$ cat src/rtl/ika2151_acc_mixer_if.sv
`timescale 1ns/1ps
`default_nettype none
// +----------------------------------------------------------------------------+
// | Module   : ika2151_acc_mixer_if                                            |
// | Brief    : Sample-in / PCM-and-serial-out bundle of the R/L mixer.          |
// | Options  : IKA2151_ACC_CLIPCNT_EN adds o_CLIP_CNT                           |
// | Revision : 1.0                                                             |
// +----------------------------------------------------------------------------+
interface ika2151_acc_mixer_if #(
   parameter int NUM_CH = 2,
   parameter int IN_W   = 14,
   parameter int OUT_W  = 16
);
   logic                    i_SND_VALID;
   logic [IN_W-1:0]         i_SND_DATA;
   logic [NUM_CH-1:0]       i_CH_MASK;
   logic                    i_FRAME_END;
   logic                    i_FLOAT_MODE;
   logic [NUM_CH*OUT_W-1:0] o_PCM;
   logic                    o_PCM_VALID;
   logic                    o_SO;
   logic [2:0]              o_SO_CH;
   logic                    o_SO_LAST;
   logic                    o_OVERRUN;
`ifdef IKA2151_ACC_CLIPCNT_EN
   logic [NUM_CH*8-1:0]     o_CLIP_CNT;
`endif

   modport master (
`ifdef IKA2151_ACC_CLIPCNT_EN
      input  o_CLIP_CNT,
`endif
      output i_SND_VALID, i_SND_DATA, i_CH_MASK, i_FRAME_END, i_FLOAT_MODE,
      input  o_PCM, o_PCM_VALID, o_SO, o_SO_CH, o_SO_LAST, o_OVERRUN
   );

   modport slave (
`ifdef IKA2151_ACC_CLIPCNT_EN
      output o_CLIP_CNT,
`endif
      input  i_SND_VALID, i_SND_DATA, i_CH_MASK, i_FRAME_END, i_FLOAT_MODE,
      output o_PCM, o_PCM_VALID, o_SO, o_SO_CH, o_SO_LAST, o_OVERRUN
   );
endinterface
`default_nettype wire

$ cat src/rtl/ika2151_acc_mixer.sv
`timescale 1ns/1ps
`default_nettype none
// +----------------------------------------------------------------------------+
// | Module   : ika2151_acc_mixer                                               |
// | Brief    : Masked multi-channel accumulator, saturating PCM latch and       |
// |            LSB-first serialiser (linear or YM3012-style float words).       |
// | Options  : IKA2151_ACC_CLIPCNT_EN adds per-channel clip counters            |
// | Revision : 1.0                                                             |
// +----------------------------------------------------------------------------+
module ika2151_acc_mixer #(
   parameter int NUM_CH  = 2,
   parameter int IN_W    = 14,
   parameter int ACC_W   = 18,
   parameter int OUT_W   = 16,
   parameter int GAP_CYC = 3
) (
   input  wire logic          i_EMUCLK,
   input  wire logic          i_MRST,
   input  wire logic          i_CEN_n,
   ika2151_acc_mixer_if.slave bus
);

   localparam int c_WW = (OUT_W > 13) ? OUT_W : 13;
   localparam int c_BW = $clog2(c_WW);
   localparam logic [c_BW-1:0] c_LIN_LAST = c_BW'(OUT_W - 1);
   localparam logic [c_BW-1:0] c_FLT_LAST = c_BW'(12);
   localparam logic [3:0]      c_GAP_LAST = 4'(GAP_CYC - 1);
   localparam logic [2:0]      c_CH_LAST  = 3'(NUM_CH - 1);

   typedef enum logic [1:0] {
      S_IDLE  = 2'd0,
      S_SHIFT = 2'd1,
      S_GAP   = 2'd2
   } state_t;

   logic                      w_ce;
   logic                      w_fe;
   logic signed [ACC_W-1:0]   w_sext;
   logic [NUM_CH*OUT_W-1:0]   w_sat;
   logic [NUM_CH-1:0]         w_clip;

   logic [NUM_CH*OUT_W-1:0]   r_pcm;
   logic                      r_pcm_valid;
   logic                      r_float;

   state_t                    r_state;
   logic [2:0]                r_ch;
   logic [c_BW-1:0]           r_bit;
   logic [3:0]                r_gap;
   logic                      r_so;
   logic                      r_so_last;
   logic                      r_overrun;

   logic [2:0]                w_nxt_ch;
   logic [c_BW-1:0]           w_bit_inc;
   logic [c_BW-1:0]           w_last_bit;
   logic [OUT_W-1:0]          w_cur_s;
   logic [OUT_W-1:0]          w_nxt_s;
   logic [OUT_W-1:0]          w_fe_s;
   logic [c_WW-1:0]           w_cur_w;
   logic [c_WW-1:0]           w_nxt_w;
   logic [c_WW-1:0]           w_fe_w;

   assign w_ce   = ~i_CEN_n;
   assign w_fe   = bus.i_FRAME_END;
   assign w_sext = ACC_W'($signed(bus.i_SND_DATA));

   // Serial word: linear sample, or {exponent, mantissa} with the mantissa in the low bits.
   function automatic logic [c_WW-1:0] f_word(input logic [OUT_W-1:0] s, input logic flt);
      logic signed [15:0] ss;
      logic signed [15:0] sh;
      logic signed [15:0] sm;
      logic [2:0]         e;
      logic [9:0]         m;
      ss = 16'($signed(s));
      e  = 3'd7;
      for (int k = 7; k >= 1; k--) begin
         sh = ss >>> (k + 8);
         if (sh == $signed({16{ss[15]}}))
            e = 3'(k);
      end
      sm = ss >>> (e - 3'd1);
      m  = sm[9:0];
      if (flt)
         return c_WW'({e, m});
      else
         return c_WW'(s);
   endfunction

   generate
      for (genvar n = 0; n < NUM_CH; n++) begin : g_ch
         logic signed [ACC_W-1:0] r_acc;
         logic signed [ACC_W-1:0] w_sum;
         logic                    w_add;

         assign w_add = bus.i_SND_VALID & bus.i_CH_MASK[n];
         assign w_sum = r_acc + (w_add ? w_sext : {ACC_W{1'b0}});

         if (ACC_W > OUT_W) begin : g_sat
            logic w_fits;
            assign w_fits    = (w_sum[ACC_W-1:OUT_W-1] == {(ACC_W-OUT_W+1){w_sum[ACC_W-1]}});
            assign w_clip[n] = ~w_fits;
            assign w_sat[n*OUT_W +: OUT_W] =
               w_fits           ? w_sum[OUT_W-1:0] :
               w_sum[ACC_W-1]   ? {1'b1, {(OUT_W-1){1'b0}}} :
                                  {1'b0, {(OUT_W-1){1'b1}}};
         end else begin : g_ext
            assign w_clip[n] = 1'b0;
            assign w_sat[n*OUT_W +: OUT_W] = OUT_W'(w_sum);
         end

         // The frame-end sample goes straight into the latched sum, so the accumulator restarts at zero.
         always_ff @(posedge i_EMUCLK or posedge i_MRST) begin
            if (i_MRST)
               r_acc <= '0;
            else if (w_ce)
               r_acc <= w_fe ? {ACC_W{1'b0}} : w_sum;
         end
      end
   endgenerate

   always_ff @(posedge i_EMUCLK or posedge i_MRST) begin
      if (i_MRST) begin
         r_pcm       <= '0;
         r_pcm_valid <= 1'b0;
         r_float     <= 1'b0;
      end else if (w_ce) begin
         r_pcm_valid <= w_fe;
         if (w_fe) begin
            r_pcm   <= w_sat;
            r_float <= bus.i_FLOAT_MODE;
         end
      end
   end

   assign w_nxt_ch   = (r_ch == c_CH_LAST) ? 3'd0 : r_ch + 3'd1;
   assign w_bit_inc  = r_bit + 1'b1;
   assign w_last_bit = r_float ? c_FLT_LAST : c_LIN_LAST;
   assign w_cur_s    = r_pcm[int'(r_ch) * OUT_W +: OUT_W];
   assign w_nxt_s    = r_pcm[int'(w_nxt_ch) * OUT_W +: OUT_W];
   assign w_fe_s     = w_sat[OUT_W-1:0];
   assign w_cur_w    = f_word(w_cur_s, r_float);
   assign w_nxt_w    = f_word(w_nxt_s, r_float);
   assign w_fe_w     = f_word(w_fe_s, bus.i_FLOAT_MODE);

   always_ff @(posedge i_EMUCLK or posedge i_MRST) begin
      if (i_MRST) begin
         r_state   <= S_IDLE;
         r_ch      <= 3'd0;
         r_bit     <= '0;
         r_gap     <= 4'd0;
         r_so      <= 1'b0;
         r_so_last <= 1'b0;
         r_overrun <= 1'b0;
      end else if (w_ce) begin
         r_overrun <= 1'b0;
         r_so      <= 1'b0;
         r_so_last <= 1'b0;
         if (w_fe) begin
            // New data always wins; any word still in flight is cut short.
            r_overrun <= (r_state != S_IDLE);
            r_state   <= S_SHIFT;
            r_ch      <= 3'd0;
            r_bit     <= '0;
            r_so      <= w_fe_w[0];
         end else begin
            case (r_state)
               S_SHIFT: begin
                  if (r_bit == w_last_bit) begin
                     if (r_ch == c_CH_LAST) begin
                        r_state <= S_IDLE;
                        r_ch    <= 3'd0;
                     end else if (GAP_CYC == 0) begin
                        r_ch  <= w_nxt_ch;
                        r_bit <= '0;
                        r_so  <= w_nxt_w[0];
                     end else begin
                        r_state <= S_GAP;
                        r_gap   <= 4'd0;
                     end
                  end else begin
                     r_bit     <= w_bit_inc;
                     r_so      <= w_cur_w[w_bit_inc];
                     r_so_last <= (w_bit_inc == w_last_bit);
                  end
               end
               S_GAP: begin
                  if (r_gap == c_GAP_LAST) begin
                     r_state <= S_SHIFT;
                     r_ch    <= w_nxt_ch;
                     r_bit   <= '0;
                     r_so    <= w_nxt_w[0];
                  end else begin
                     r_gap <= r_gap + 4'd1;
                  end
               end
               default: r_state <= S_IDLE;
            endcase
         end
      end
   end

   assign bus.o_PCM       = r_pcm;
   assign bus.o_PCM_VALID = r_pcm_valid;
   assign bus.o_SO        = r_so;
   assign bus.o_SO_CH     = r_ch;
   assign bus.o_SO_LAST   = r_so_last;
   assign bus.o_OVERRUN   = r_overrun;

`ifdef IKA2151_ACC_CLIPCNT_EN
   generate
      for (genvar n = 0; n < NUM_CH; n++) begin : g_clip
         logic [7:0] r_cnt;
         always_ff @(posedge i_EMUCLK or posedge i_MRST) begin
            if (i_MRST)
               r_cnt <= 8'd0;
            else if (w_ce && w_fe) begin
               if (bus.i_FLOAT_MODE && (bus.i_CH_MASK == '0))
                  r_cnt <= 8'd0;
               else if (w_clip[n] && (r_cnt != 8'hFF))
                  r_cnt <= r_cnt + 8'd1;
            end
         end
         assign bus.o_CLIP_CNT[n*8 +: 8] = r_cnt;
      end
   endgenerate
`else
   logic w_unused_clip;
   assign w_unused_clip = ^w_clip;
`endif

endmodule
`default_nettype wire
$ cat src/flat_wrapper.sv
// flat-port wrapper written by rule: the top's interface ports become plain ports
module ika2151_acc_mixer_flat 
#(
   parameter int NUM_CH  = 2,
   parameter int IN_W    = 14,
   parameter int ACC_W   = 18,
   parameter int OUT_W   = 16,
   parameter int GAP_CYC = 3
)
  (i_EMUCLK, i_MRST, i_CEN_n, bus_i_SND_VALID, bus_i_SND_DATA, bus_i_CH_MASK, bus_i_FRAME_END, bus_i_FLOAT_MODE, bus_o_PCM, bus_o_PCM_VALID, bus_o_SO, bus_o_SO_CH, bus_o_SO_LAST, bus_o_OVERRUN);
  ika2151_acc_mixer_if #(.NUM_CH(NUM_CH), .IN_W(IN_W), .OUT_W(OUT_W)) bus_i ();
  input  wire logic i_EMUCLK;
  input  wire logic i_MRST;
  input  wire logic i_CEN_n;
  input wire logic [$bits(bus_i.i_SND_VALID)-1:0] bus_i_SND_VALID;
  input wire logic [$bits(bus_i.i_SND_DATA)-1:0] bus_i_SND_DATA;
  input wire logic [$bits(bus_i.i_CH_MASK)-1:0] bus_i_CH_MASK;
  input wire logic [$bits(bus_i.i_FRAME_END)-1:0] bus_i_FRAME_END;
  input wire logic [$bits(bus_i.i_FLOAT_MODE)-1:0] bus_i_FLOAT_MODE;
  output wire logic [$bits(bus_i.o_PCM)-1:0] bus_o_PCM;
  output wire logic [$bits(bus_i.o_PCM_VALID)-1:0] bus_o_PCM_VALID;
  output wire logic [$bits(bus_i.o_SO)-1:0] bus_o_SO;
  output wire logic [$bits(bus_i.o_SO_CH)-1:0] bus_o_SO_CH;
  output wire logic [$bits(bus_i.o_SO_LAST)-1:0] bus_o_SO_LAST;
  output wire logic [$bits(bus_i.o_OVERRUN)-1:0] bus_o_OVERRUN;
  assign bus_i.i_SND_VALID = bus_i_SND_VALID;
  assign bus_i.i_SND_DATA = bus_i_SND_DATA;
  assign bus_i.i_CH_MASK = bus_i_CH_MASK;
  assign bus_i.i_FRAME_END = bus_i_FRAME_END;
  assign bus_i.i_FLOAT_MODE = bus_i_FLOAT_MODE;
  assign bus_o_PCM = bus_i.o_PCM;
  assign bus_o_PCM_VALID = bus_i.o_PCM_VALID;
  assign bus_o_SO = bus_i.o_SO;
  assign bus_o_SO_CH = bus_i.o_SO_CH;
  assign bus_o_SO_LAST = bus_i.o_SO_LAST;
  assign bus_o_OVERRUN = bus_i.o_OVERRUN;
  ika2151_acc_mixer #(.NUM_CH(NUM_CH), .IN_W(IN_W), .ACC_W(ACC_W), .OUT_W(OUT_W), .GAP_CYC(GAP_CYC)) u_core (.i_EMUCLK(i_EMUCLK), .i_MRST(i_MRST), .i_CEN_n(i_CEN_n), .bus(bus_i));
endmodule
$ cat config.mk
export PLATFORM = sky130hd
export DESIGN_NAME = ika2151_acc_mixer_flat
export DESIGN_NICKNAME = d
export VERILOG_FILES = /design/src/rtl/ika2151_acc_mixer_if.sv /design/src/rtl/ika2151_acc_mixer.sv /design/src/flat_wrapper.sv
export SDC_FILE = /design/constraint.sdc
export NUM_CORES = 1
export LEC_CHECK = 0
export ABC_AREA = 1
export CAP_MARGIN = 0
export CORE_MARGIN = 10
export CORE_UTILIZATION = 60
export CTS_CLUSTER_DIAMETER = 30
export DETAILED_ROUTE_END_ITERATION = 12
export PLACE_DENSITY = 0.82
export REMOVE_ABC_BUFFERS = 1
export SYNTH_ARGS = -nofsm -noshare
export SYNTH_HDL_FRONTEND = slang
export SYNTH_SLANG_ARGS = --single-unit
$ cat constraint.sdc
create_clock -name i_EMUCLK -period 4 [get_ports i_EMUCLK]
set_input_delay 0.6 -clock i_EMUCLK [delete_from_list [all_inputs] [get_ports i_EMUCLK]]
set_output_delay 0.6 -clock i_EMUCLK [all_outputs]
set_load 0.02 [all_outputs]
==> flow_summary_export.csv <==
group,metric,value,unit
layout,fillCellCount,1081,
power_and_ir_drop,peakVddDrop,0.390,mV
sta,worst_slew_pin_slew,0.697,ns
clock_tree,clk_pin_slew,0.06,ns
synth,synth_area,0.00774,mm^2
sta,timing.hold.ws,0.492,ns
route,ant_nets,0,
synth,yosysSeqAreaShare,27.8,%
setup_path,path_max_fanout,5,
clock_tree,cts.sinks,86,
die,fp.dieArea,0.0178,mm^2
setup_path,cp_common_cell,"nand2_1",
clock_tree,cts_buffers,9,
sta,final_hold_viol_count,0,
global_routing,grt_overflow,0,
synth,avgSynthCellArea,6.69,um^2
setup_path,setup.worst_path.end_class,"flip-flop",
layout,drive_gt1_share,12.7,%
route,drtIter0Drc,882,
route,vias,8240,
power_and_ir_drop,powerDensity,537,mW/mm^2
global_routing,antenna_found_initial,0,
global_routing,grt_pass1_vias,7796,
power_and_ir_drop,leakage,4.88,nW
setup_path,slowest_stage,"clkdlybuf4s50_1",
synth,synth-main-ff-cell,"dfrtp_1",
sta,relSlewSlack,53.5,%
synth,syn_inst,1156,
die,ios,61,
synth,ys_ff_latch,86,
layout,fin_util,73.2,%
synth,synth_edf_count,0,
setup_path,setup.worst_path.start_class,"input port",
worst_hold_path,worstHoldPathType,"flip-flop to flip-flop",
synth,synth_top_area_share,27.8,%
synth,synth_cell_types,53,
route,wl,23300,um
setup_path,critPathRequiredTime,4.23,ns
clock_tree,clockBufferDepth,2,
setup_path,slowest_delay,0.50,ns
synth,synth_top_area_cell,"dfrtp_1",
power_and_ir_drop,total_power,4.96,mW
synth,async_reset_ff_share,100,%
global_routing,grt_pass1_wl,37900,um
route,via_per_inst,5.73,
layout,antenna_cells,0,
sta,fmax,269,MHz
clock_tree,cts_tree,"yes",
placed_design,gp_congestion,1.01,
sta,min_period,3.71,ns
sta,setup_viol,0,
route,drcViolationCount,0,
layout,nets,1328,
sta,tns,0,ns
setup_path,path_class,"input port to flip-flop",
synth,yosys-top-cells-area,"dfrtp_1 28%, nand2_1 16%, nand3_1 7.6%, inv_1 7.1%, ha_1 7.0%",
clock_tree,cts-htree-levels,3,
sta,finalWorstSetupSlack,0.288,ns
layout,syn_to_final_growth,19.3,%
placed_design,io_buffers,60,
sta,period_share,92.8,%
status,status,"completed",
route,wl_per_cell,16.2,um
die,row_count,41,
setup_path,cp.arrival,3.94,ns
flow_run,maxCapViolCount,0,
synth,yosysWarnings,0,
die,initial_utilization,61.3,%
clock_tree,clock_latency,0.35,ns
sta,fin_skew,0.00878,ns
clock_tree,root_buffer,"clkbuf_16",
global_routing,grt_max_degree,41,
die,die_h,134,um
die,die_w,134,um
die,coreArea,0.0126,mm^2
placed_design,post-place-ws,-0.276,ns
placed_design,dp.final_hpwl,18100,um
global_routing,track_usage,25.6,%
route,first_pass_iters,9,
sta,maxSlewViolCount,0,
Yosys cell counts (4+ instances only):
cell type  number
xnor2_1        10
a22oi_1        16
o21bai_1        4
a22o_1         16
nor2_4          6
o21ai_0        65
nor2_1         86
nand3_2         4
nor3_1         10
buf_2           4
nand3b_1        4
inv_2           7
o21ai_1         5
xor2_1         27
o22ai_1         9
a221oi_1        4
nand2_1       325
dfrtp_1        86
buf_6           7
nand2_4         5
clkbuf_1       22
nand3_1       118
a21oi_1        58
nand2_2        22
nand4_1         6
inv_1         147
nor2_2          5
ha_1           43
cell type report:
| type | instances | area (um^2) | area share [%] |
|---|---|---|---|
| flip-flops and latches | 86 | 2150 | 23.3 |
| inverters | 155 | 586 | 6.34 |
| repair buffers | 129 | 1140 | 12.3 |
| multi-input cells | 880 | 4890 | 52.9 |
| well taps | 172 | 215 | 2.33 |
| clock buffers | 11 | 233 | 2.52 |
| clock inverters | 4 | 25.0 | 0.271 |
sequential cells by signal, indices dropped and copies added (netlist names):
signal,flops
u_core.r_float,1
u_core.g_ch.r_acc,36
u_core.bus.o_SO_LAST,1
u_core.r_bit,4
u_core.bus.o_OVERRUN,1
u_core.bus.o_SO,1
u_core.bus.o_PCM,32
u_core.r_state,2
u_core.r_gap,4
u_core.bus.o_PCM_VALID,1
u_core.bus.o_SO_CH,3
metal layers:
metal | GRT usage, % | share of wire (%) | vias up
li1 | - | - | 4004
met1 | 31.4 | 41 | 3818
met4 | 10.3 | 3.6 | 0
met5 | 0 | 0 | -
met2 | 42.5 | 48 | 354
met3 | 5.60 | 7.4 | 64
report_power, final:
part           internal, mW  switching (mW)  leakage, nW
sequential             1.03           0.179         1.11
clock                 0.416           0.348        0.121
combinational          1.10            1.88         3.65
total                  2.55            2.41         4.88
path summary, 6_finish.rpt:
kind                                                 end                  start  slack [ns]  depth (start not counted)
worst max-delay path                     u_core.bus.o_SO     bus_i_SND_DATA[13]        0.29                         25
worst min-delay path                u_core.bus.o_OVERRUN   u_core.bus.o_OVERRUN        0.49                          2
worst max register to register           u_core.bus.o_SO  u_core.bus.o_SO_CH[0]        0.46                         23
worst min register to register      u_core.bus.o_OVERRUN   u_core.bus.o_OVERRUN        0.49                          2
max in group asynchronous        u_core.g_ch[1].r_acc[5]                 i_MRST        2.44                          3
min in group asynchronous       u_core.g_ch[0].r_acc[16]                 i_MRST        0.66                          2
stage by stage:
stage | instance area, um^2 | instances
4_1_cts | 9130 | 1435
5_1_grt | 9230 | 1437
3_5_place_dp | 8870 | 1420
3_3_place_gp | 8870 | 1420
6_report | 9230 | 1437
2_1_floorplan | 7540 | 1121
critical path, delay by kind of cell:
| kind | cells | cell delay (ns) |
|---|---|---|
| compound gates | 1 | 0.18 |
| fa+ha+maj | 2 | 0.56 |
| buf+inv | 6 | 0.92 |
| simple gates | 16 | 1.67 |
repair_timing:
item                                    CTS  global route
gates resized for setup                   0            23
endpoints found under the setup margin    0            16
endpoints found under the hold margin     0             0
hold buffers                              0             0
buffers inserted                          0             2
logic make-up (layout without fill, tap and decap cells):
family / after synthesis / in the layout / synth area share [%]
and+or+nand+nor: 599 / 599 / 34.3
AOI/OAI and AO/OA: 198 / 198 / 15.7
buffers and inverters: 190 / 299 / 10.1
DFF: 86 / 86 / 27.8
adders and majority gates: 45 / 45 / 7.47
xor gates and xnor gates: 38 / 38 / 4.54
placed cells by master, fill, tap and decap left out, types with 3 or more instances in the layout:
cell,Yosys,routed
nand3_1,118,117
xor2_1,27,27
clkbuf_16,0,9
a31oi_1,3,3
a22oi_1,16,16
a21o_1,3,3
ha_1,43,41
o2111ai_1,3,3
nand3_2,4,5
o21ai_1,5,5
clkinv_2,0,3
buf_4,0,68
inv_2,7,9
nand2_2,22,27
o21bai_1,4,4
a22o_1,16,16
xnor2_1,10,10
inv_1,147,144
a21oi_2,1,4
nor2_2,5,7
nand2_1,325,318
o22ai_1,9,9
dfrtp_1,86,86
nand4_1,6,6
nor2_4,6,6
nand3b_1,4,4
nor2_1,86,84
a21oi_1,58,55
clkdlybuf4s50_1,0,58
a221oi_1,4,4
nand2_4,5,7
o21ai_0,65,65
nor3_1,10,10
(Power assumes the default switching activity.)
